==> src/rtl/des_key_schedule_rev.sv <==
// DES key schedule: PC-1 at load, per-round C/D rotation, PC-2 to stream 16 subkeys (forward K1..K16 or reverse K16..K1).
// Latency: first subkey valid one cycle after the load edge, then one subkey per accepted handshake with no bubbles.
// Backpressure: SUBKEY/ROUND/C-D hold while SUBKEY_VALID && !SUBKEY_READY; KEY_LOAD is only honoured in IDLE.
module des_key_schedule_rev #(
    parameter int unsigned PARITY_CHECK = 0
) (
    input  logic        CLK,
    input  logic        RESET_N,
    input  logic [63:0] KEY_IN,
    input  logic        KEY_LOAD,
    input  logic        MODE,
    output logic [47:0] SUBKEY,
    output logic        SUBKEY_VALID,
    input  logic        SUBKEY_READY,
    output logic [3:0]  ROUND,
    output logic        BUSY,
    output logic        SCHED_DONE,
    output logic        KEY_PARITY_ERR
);

    typedef enum logic {ST_IDLE, ST_ACTIVE} state_t;

    // FIPS 1-based bit positions; bit n of a W-bit vector lives at index W-n.
    localparam int PC1_TBL [0:55] = '{
        57, 49, 41, 33, 25, 17,  9,  1, 58, 50, 42, 34, 26, 18,
        10,  2, 59, 51, 43, 35, 27, 19, 11,  3, 60, 52, 44, 36,
        63, 55, 47, 39, 31, 23, 15,  7, 62, 54, 46, 38, 30, 22,
        14,  6, 61, 53, 45, 37, 29, 21, 13,  5, 28, 20, 12,  4};

    localparam int PC2_TBL [0:47] = '{
        14, 17, 11, 24,  1,  5,  3, 28, 15,  6, 21, 10,
        23, 19, 12,  4, 26,  8, 16,  7, 27, 20, 13,  2,
        41, 52, 31, 37, 47, 55, 30, 40, 51, 45, 33, 48,
        44, 49, 39, 56, 34, 53, 46, 42, 50, 36, 29, 32};

    function automatic logic [55:0] f_pc1(input logic [63:0] k);
        logic [55:0] o;
        o = '0;
        for (int i = 0; i < 56; i++) o[55-i] = k[64-PC1_TBL[i]];
        return o;
    endfunction

    function automatic logic [47:0] f_pc2(input logic [55:0] cd);
        logic [47:0] o;
        o = '0;
        for (int i = 0; i < 48; i++) o[47-i] = cd[56-PC2_TBL[i]];
        return o;
    endfunction

    // Shift-table entry for 0-based round index: rounds 1, 2, 9 and 16 shift by one, the rest by two.
    function automatic logic f_shift_two(input logic [3:0] idx);
        return !(idx == 4'd0 || idx == 4'd1 || idx == 4'd8 || idx == 4'd15);
    endfunction

    // Rotate C (bits 1..28) and D (bits 29..56) independently by one or two places.
    function automatic logic [55:0] f_rot(input logic [55:0] cd, input logic left, input logic two);
        logic [27:0] c;
        logic [27:0] d;
        c = cd[55:28];
        d = cd[27:0];
        if (left) begin
            c = two ? {c[25:0], c[27:26]} : {c[26:0], c[27]};
            d = two ? {d[25:0], d[27:26]} : {d[26:0], d[27]};
        end else begin
            c = two ? {c[1:0], c[27:2]} : {c[0], c[27:1]};
            d = two ? {d[1:0], d[27:2]} : {d[0], d[27:1]};
        end
        return {c, d};
    endfunction

    state_t      r_state;
    logic [55:0] r_cd;
    logic [47:0] r_subkey;
    logic [3:0]  r_round;
    logic        r_valid;
    logic        r_busy;
    logic        r_done;
    logic        r_par_err;
    logic        r_mode;

    logic [55:0] w_cd0;
    logic [55:0] w_load_cd;
    logic [55:0] w_step_cd;
    logic [3:0]  w_fwd_idx;
    logic        w_last;
    logic        w_hs;
    logic        w_par_err;

    assign w_cd0     = f_pc1(KEY_IN);
    // Reverse starts from CD16, which equals CD0 because the shifts total 28.
    assign w_load_cd = MODE ? w_cd0 : f_rot(w_cd0, 1'b1, 1'b0);
    // Forward applies the next round's shift; reverse undoes the shift of the round just presented.
    assign w_fwd_idx = r_round + 4'd1;
    assign w_step_cd = r_mode ? f_rot(r_cd, 1'b0, f_shift_two(r_round))
                              : f_rot(r_cd, 1'b1, f_shift_two(w_fwd_idx));
    assign w_last    = r_mode ? (r_round == 4'd0) : (r_round == 4'd15);
    assign w_hs      = r_valid & SUBKEY_READY;

    // A byte with even parity flags the key; disabled builds tie the flag low.
    always_comb begin
        w_par_err = 1'b0;
        if (PARITY_CHECK != 0) begin
            for (int b = 0; b < 8; b++) begin
                if (^KEY_IN[b*8 +: 8] == 1'b0) w_par_err = 1'b1;
            end
        end
    end

    // Schedule FSM: load in IDLE, advance one round per handshake in ACTIVE, pulse done after the last one.
    always_ff @(posedge CLK or negedge RESET_N) begin
        if (!RESET_N) begin
            r_state   <= ST_IDLE;
            r_cd      <= '0;
            r_subkey  <= '0;
            r_round   <= '0;
            r_valid   <= 1'b0;
            r_busy    <= 1'b0;
            r_done    <= 1'b0;
            r_par_err <= 1'b0;
            r_mode    <= 1'b0;
        end else begin
            r_done <= 1'b0;
            case (r_state)
                ST_IDLE: begin
                    if (KEY_LOAD) begin
                        r_cd      <= w_load_cd;
                        r_subkey  <= f_pc2(w_load_cd);
                        r_round   <= MODE ? 4'd15 : 4'd0;
                        r_mode    <= MODE;
                        r_valid   <= 1'b1;
                        r_busy    <= 1'b1;
                        r_par_err <= w_par_err;
                        r_state   <= ST_ACTIVE;
                    end
                end
                ST_ACTIVE: begin
                    if (w_hs) begin
                        if (w_last) begin
                            r_valid <= 1'b0;
                            r_busy  <= 1'b0;
                            r_done  <= 1'b1;
                            r_state <= ST_IDLE;
                        end else begin
                            r_cd     <= w_step_cd;
                            r_subkey <= f_pc2(w_step_cd);
                            r_round  <= r_mode ? (r_round - 4'd1) : (r_round + 4'd1);
                        end
                    end
                end
                default: r_state <= ST_IDLE;
            endcase
        end
    end

    assign SUBKEY         = r_subkey;
    assign SUBKEY_VALID   = r_valid;
    assign ROUND          = r_round;
    assign BUSY           = r_busy;
    assign SCHED_DONE     = r_done;
    assign KEY_PARITY_ERR = r_par_err;

endmodule
==> config.mk <==
export PLATFORM = sky130hd
export DESIGN_NAME = des_key_schedule_rev
export DESIGN_NICKNAME = d
export VERILOG_FILES = /design/src/rtl/des_key_schedule_rev.sv
export SDC_FILE = /design/constraint.sdc
export NUM_CORES = 1
export LEC_CHECK = 0
export ABC_AREA = 1
export ABC_CLOCK_PERIOD_IN_PS = 1720
export CORE_UTILIZATION = 34
export DETAILED_ROUTE_END_ITERATION = 8
export HOLD_SLACK_MARGIN = 0.08
export SYNTH_ARGS = -nofsm -noshare
export SYNTH_HDL_FRONTEND = slang
export SYNTH_SLANG_ARGS = --single-unit
export TNS_END_PERCENT = 30
==> constraint.sdc <==
create_clock -name CLK -period 1.72 [get_ports CLK]
set_input_delay 0.172 -clock CLK [delete_from_list [all_inputs] [get_ports CLK]]
set_output_delay 0.172 -clock CLK [all_outputs]
set_load 0.005 [all_outputs]
Word level (Yosys, flattened, before mapping)
Index checks and enable logic that the tools add are counted.

word-level totals
  input port bits = 69
  register bits = 112
  word-level logic and storage cells = 64
  output and inout bits = 56

cells by class
  add/subtract/negate cells = 2
  bitwise operators = 2
  eq/ne operators = 10
  reductions and logical operators = 11
  multiplexer cells = 32

operators with widths
  cell                                                   number
  two-way mux 56 bit                                     5
  two-way mux 48 bit                                     3
  two-way mux 28 bit                                     4
  one-hot mux 56 bit (2 select lines)                    1
  one-hot mux 48 bit (2 select lines)                    1
  two-way mux 4 bit                                      5
  equality test 4 bit, second input constant             4
  two-way mux 1 bit                                      10
  equality test 4 x 1 -> 1 bit, second input constant    2
  zero test 4 bit                                        2
  one-hot mux 4 bit (2 select lines)                     1
  logical OR 1 bit                                       6
  AND reduction 3 bit                                    2
  adder 4 x 1 -> 4 bit, second input constant            1
  inequality test 2 x 1 -> 1 bit, second input constant  2
  inequality test 2 bit, second input constant           2
  one-hot mux 1 bit (2 select lines)                     2
  subtractor 4 x 1 -> 4 bit, second input constant       1
  AND reduction 2 bit                                    1
  bitwise AND 1 bit                                      1
  inverter 1 bit                                         1

Logic depth before layout (Yosys ltp)
  depth after elaboration = 10
  gate-level depth with buffers = 14
  mapped depth without buffers = 12

Worst setup path before layout
Ideal clock, no wire load.

  path kind = reg2reg
  start point = register r_round[0] (netlist: ROUND[0])
  end point = register r_cd[17]
  data arrival time = 1.690 ns
  stages on the path, launching flop included = 13
  data required time = 1.604 ns
  setup slack = -0.086 ns
  path through = dfrtp_1 ha_1 nor2_1 nand2_1 nand3b_1 nand3_1 buf_2 buf_4 nand2_1 nand3_1 nand2_1 nand2_1 nand2_1

between the ends
  cells in the longest elaborated chain, start to end = 10
  elaborated cells on any way between the ends = 24

RTL lines
  element                                                          RTL line  text
  start, declared                                                  74        logic [3:0] r_round;
  start signal, assigned                                           128       r_round <= MODE ? 4'd15 : 4'd0;
  start signal, assigned                                           146       r_round <= r_mode ? (r_round - 4'd1) : (r_round + 4'd1);
  adder 4 x 1 -> 4 bit                                             93        assign w_fwd_idx = r_round + 4'd1;
  equality test 4 x 1 -> 1 bit or zero test 4 bit (tied branches)  52        return !(idx == 4'd0 || idx == 4'd1 || idx == 4'd8 || idx == 4'd15);
  logical OR 1 bit (3 in series)                                   52
  two-way mux 28 bit                                               63        d = two ? {d[25:0], d[27:26]} : {d[26:0], d[27]};
  two-way mux 56 bit                                               94        assign w_step_cd = r_mode ? f_rot(r_cd, 1'b0, f_shift_two(r_round))
  two-way mux 56 bit                                               138       if (w_last) begin
  two-way mux 56 bit                                               137       if (w_hs) begin
  one-hot mux 56 bit (2 select lines)                              123       case (r_state)
  end signal, assigned                                             126       r_cd <= w_load_cd;
  end signal, assigned                                             144       r_cd <= w_step_cd;
  end, declared                                                    72        logic [55:0] r_cd;

Parallel ways exist; a longest one is shown, timed or not. The select of a mux whose other input is x is not followed.
A chain may end at the register's enable or synchronous reset.

Worst setup path in the final report
  start point = register r_round[0] (netlist: ROUND[0])
  end point = register r_cd[21]

The elaborated chain is that of the path after synthesis.

==> metrics.yaml <==
num_rows: 50
h-tree-depth: 3
postSynthCellCount: 1164
grt_overflow: 0
hp-class: "in2reg"
worst_slew_margin_rel_pct: 54.66
clkLatencyLatePin_ns: 0.35
ys.flop_type: "dfrtp_1"
nNetsFinal: 1273
grt_first_pass_wirelength_um: 33350
cp_common_cell: "nand2_1"
avgViaCountPerCell: 5.056
period_share_pct: 108.0
num_io_pins: 125
ys_async_sr_fraction_pct: 100.0
path_cells: "inv_2 -> ha_4 -> nand2_2 -> nor3_1 -> nor2_2 -> nand2_1 -> nand2_2 -> inv_8 -> buf_16 -> a21oi_2 -> nand2_1 -> nand2_1"
die-width_um: 140.8
cts.clk_slew.worst_paths_ns: 0.06
ys_seq_area_share_pct: 24.44
start_util_pct: 34.91
p_int_mw: 9.172
synthTopCellsByArea: "nand2_1 (26%), dfrtp_1 (24%), a21oi_1 (9.0%), buf_4 (7.8%), inv_1 (6.8%)"
endpoint_kind: "register"
first_global_vias: 6576
area_growth_pct: 25.61
cts.sinks: 64
gp_congestion: 0.8478
cts_tree: "done"
synth_seq_cells: 64
ys_warn_count: 0
postRouteAntennaNets: 0
comb_power_share_pct: 71.4
synth_edf_count: 0
ys_top_cells_by_count: "nand2_1 (461), a21oi_1 (118), inv_1 (118), buf_4 (68), nor2_1 (66)"
setup_violations: 60
num_vias: 7271
synth.most_common_cell: "nand2_1"
antenna_found_initial: 0
grt_use_total_pct: 20.66
synth_fp_nets: 1238
worst_pin_slew_ns: 0.6800
numCtsBuffers: 9
final_hold_viol_count: 0
violations: "setup timing"
wl_um: 20090
startpoint_type: "register"
avgSynthCellArea_um2: 5.629
fin_ws_ns: -0.1368
clock_power_share_pct: 11.1
netlist.area_leader.share_pct: 26.41
dp_hpwl_um: 12570
pwr-share-seq_pct: 17.4
drive_above_1_share_pct: 9.884
max_freq_mhz: 538.6
cts-root-buf: "clkbuf_16"
drv_slew: 0
drc_errors: 0
cts_buffer_depth: 2
ir_worst_vdd_mv: 1.572
critPathArrivalTime_ns: 2.10
hold_ws_ns: 0.1644
swShare_pct: 49.87
fillerInstances: 2005
slowest_delay_ns: 0.44
crit_family: "simple AND/OR/NAND/NOR gates"
crit_type: "reg2reg"
avgRoutedWirePerCell_um: 13.97
cap_violations: 0
cp_max_fo: 28
power.switching_mw: 9.126
antenna_cells: 0
cpMaxStageDelayCell: "dfrtp_2"
synth_area_mm2: 0.006553
p_per_area_mw_per_mm2: 2223
core_area_mm2: 0.01877
io_buffers: 115
synth_cell_types: 24
crit_buf_inv: 3
die_h_um: 140.8
rsz0062_at_grt: "true"
yosys.area.top_type: "nand2_1"
leakage_nw: 4.123
fin_worst_skew_ns: 0.005611
die_area_mm2: 0.01983
grt_max_degree: 117
finalCriticalPeriod_ns: 1.857
worstPathRequired_ns: 1.96
dr.pass1.iters: 5
drt_iter0_drc: 564
status: "finished with violations"
place_ws_ns: -0.2736
-- state kept, by name, indices dropped and copies added, names as in the netlist --
name	count
BUSY	1
ROUND	4
SUBKEY	1
r_mode	1
SCHED_DONE	1
r_state	1
r_cd	55
-- placed cells by master, fill, tap and decap left out, types with 2 or more instances in the layout --
master	Yosys	routed
nand2_1	461	450
inv_1	118	114
clkdlybuf4s50_1	0	113
a21oi_1	118	94
nor2_1	66	64
dfrtp_1	64	60
nand3_1	64	60
nand4_1	58	58
o21ai_1	50	54
buf_4	68	29
a21oi_2	1	24
nand2_2	2	13
clkbuf_16	0	9
buf_12	0	9
inv_2	4	7
o21ai_0	11	6
buf_16	0	4
dfrtp_2	0	3
nand3_2	0	3
ha_1	5	3
clkbuf_1	34	3
nor2_2	0	2
ha_4	0	2
bufinv_16	0	2
buf_2	20	2
buf_6	3	2
-- power by group through the flow --
stage / logic (mW) / clock network, mW / registers [mW]
2_1_floorplan: 9.60 / 0 / 2.88
3_3_place_gp: 12.3 / 0 / 3.19
3_5_place_dp: 12.4 / 0 / 3.18
4_1_cts: 13.0 / 2.08 / 3.19
5_1_grt: 14.9 / 2.16 / 3.30
6_report: 13.1 / 2.04 / 3.19
-- logic make-up after synthesis --
family	count (synthesis)	synth area share [%]
AND/OR/NAND/NOR	654	41.09
buffers and inverters	258	19.40
AO/OA/AOI/OAI	181	13.92
flip-flops	64	24.44
adder cells (fa/ha/maj)	5	0.9547
XOR/XNOR	1	0.1337
other	1	0.05723
-- cell type report --
cell class | instances | area (µm²) | area share (%)
Inverter | 122 | 465.4 | 5.655
Tap cell | 234 | 292.8 | 3.557
Clock inverter | 3 | 65.06 | 0.7905
Clock buffer | 13 | 250.2 | 3.040
Multi-Input combinational cell | 842 | 3866 | 46.97
Timing Repair Buffer | 160 | 1682 | 20.43
Sequential cell | 64 | 1609 | 19.55
-- metal layers --
layer	global-route usage (%)	wire (µm)	vias up
met1	28.97	9454	3312
li1	-	-	3694
met2	32.13	9026	239
met4	7.151	380	0
met3	3.193	1227	26
met5	0	0	-
-- repair_timing --
item / in CTS / in global routing
pin swaps: 6 / 1
setup buffers: 3 / 0
hold buffers: 1 / 0
endpoints found under the setup margin: 62 / 61
resized for setup: 47 / 11
gates cloned: 1 / 0
hold endpoints to repair: 64 / 0
-- worst reg2reg max path: stages, from the launching register on --
cell     delay, ns
dfrtp_2       0.44
inv_2         0.13
ha_4          0.15
nand2_2       0.07
nor3_1        0.18
nor2_2        0.07
nand2_1       0.08
nand2_2       0.10
inv_8         0.14
buf_16        0.20
a21oi_2       0.08
nand2_1       0.07
nand2_1       0.05
-- per-stage QoR --
stage	TNS [ns]	std cells	util (%)	total power [mW]	cell area, µm²
global route	-14.98	1438	43.85	20.38	8230
detailed placement	-12.43	1417	40.74	15.58	7646
finish	-6.157	1438	43.85	18.30	8230
global placement	-12.74	1417	40.74	15.45	7646
floorplan	0	1164	-	12.47	6568
CTS	-7.145	1438	43.69	18.26	8199
-- worst paths after layout --
path                                      start              endpoint  slack (ns)  cells past startpoint
setup / recovery           ROUND[0]$_DFFE_PN0P_  r_cd[21]$_DFFE_PN0P_       -0.14                     12
hold / removal                             MODE    r_mode$_DFFE_PN0P_        0.16                      3
setup reg to reg           ROUND[0]$_DFFE_PN0P_  r_cd[21]$_DFFE_PN0P_       -0.14                     12
hold reg to reg            r_cd[47]$_DFFE_PN0P_  r_cd[47]$_DFFE_PN0P_        0.50                      2
max in group asynchronous               RESET_N     r_state$_DFF_PN0_        1.00                      3
min in group asynchronous               RESET_N   r_cd[7]$_DFFE_PN0P_        0.39                      3
Power figures use the tool's default switching activity.
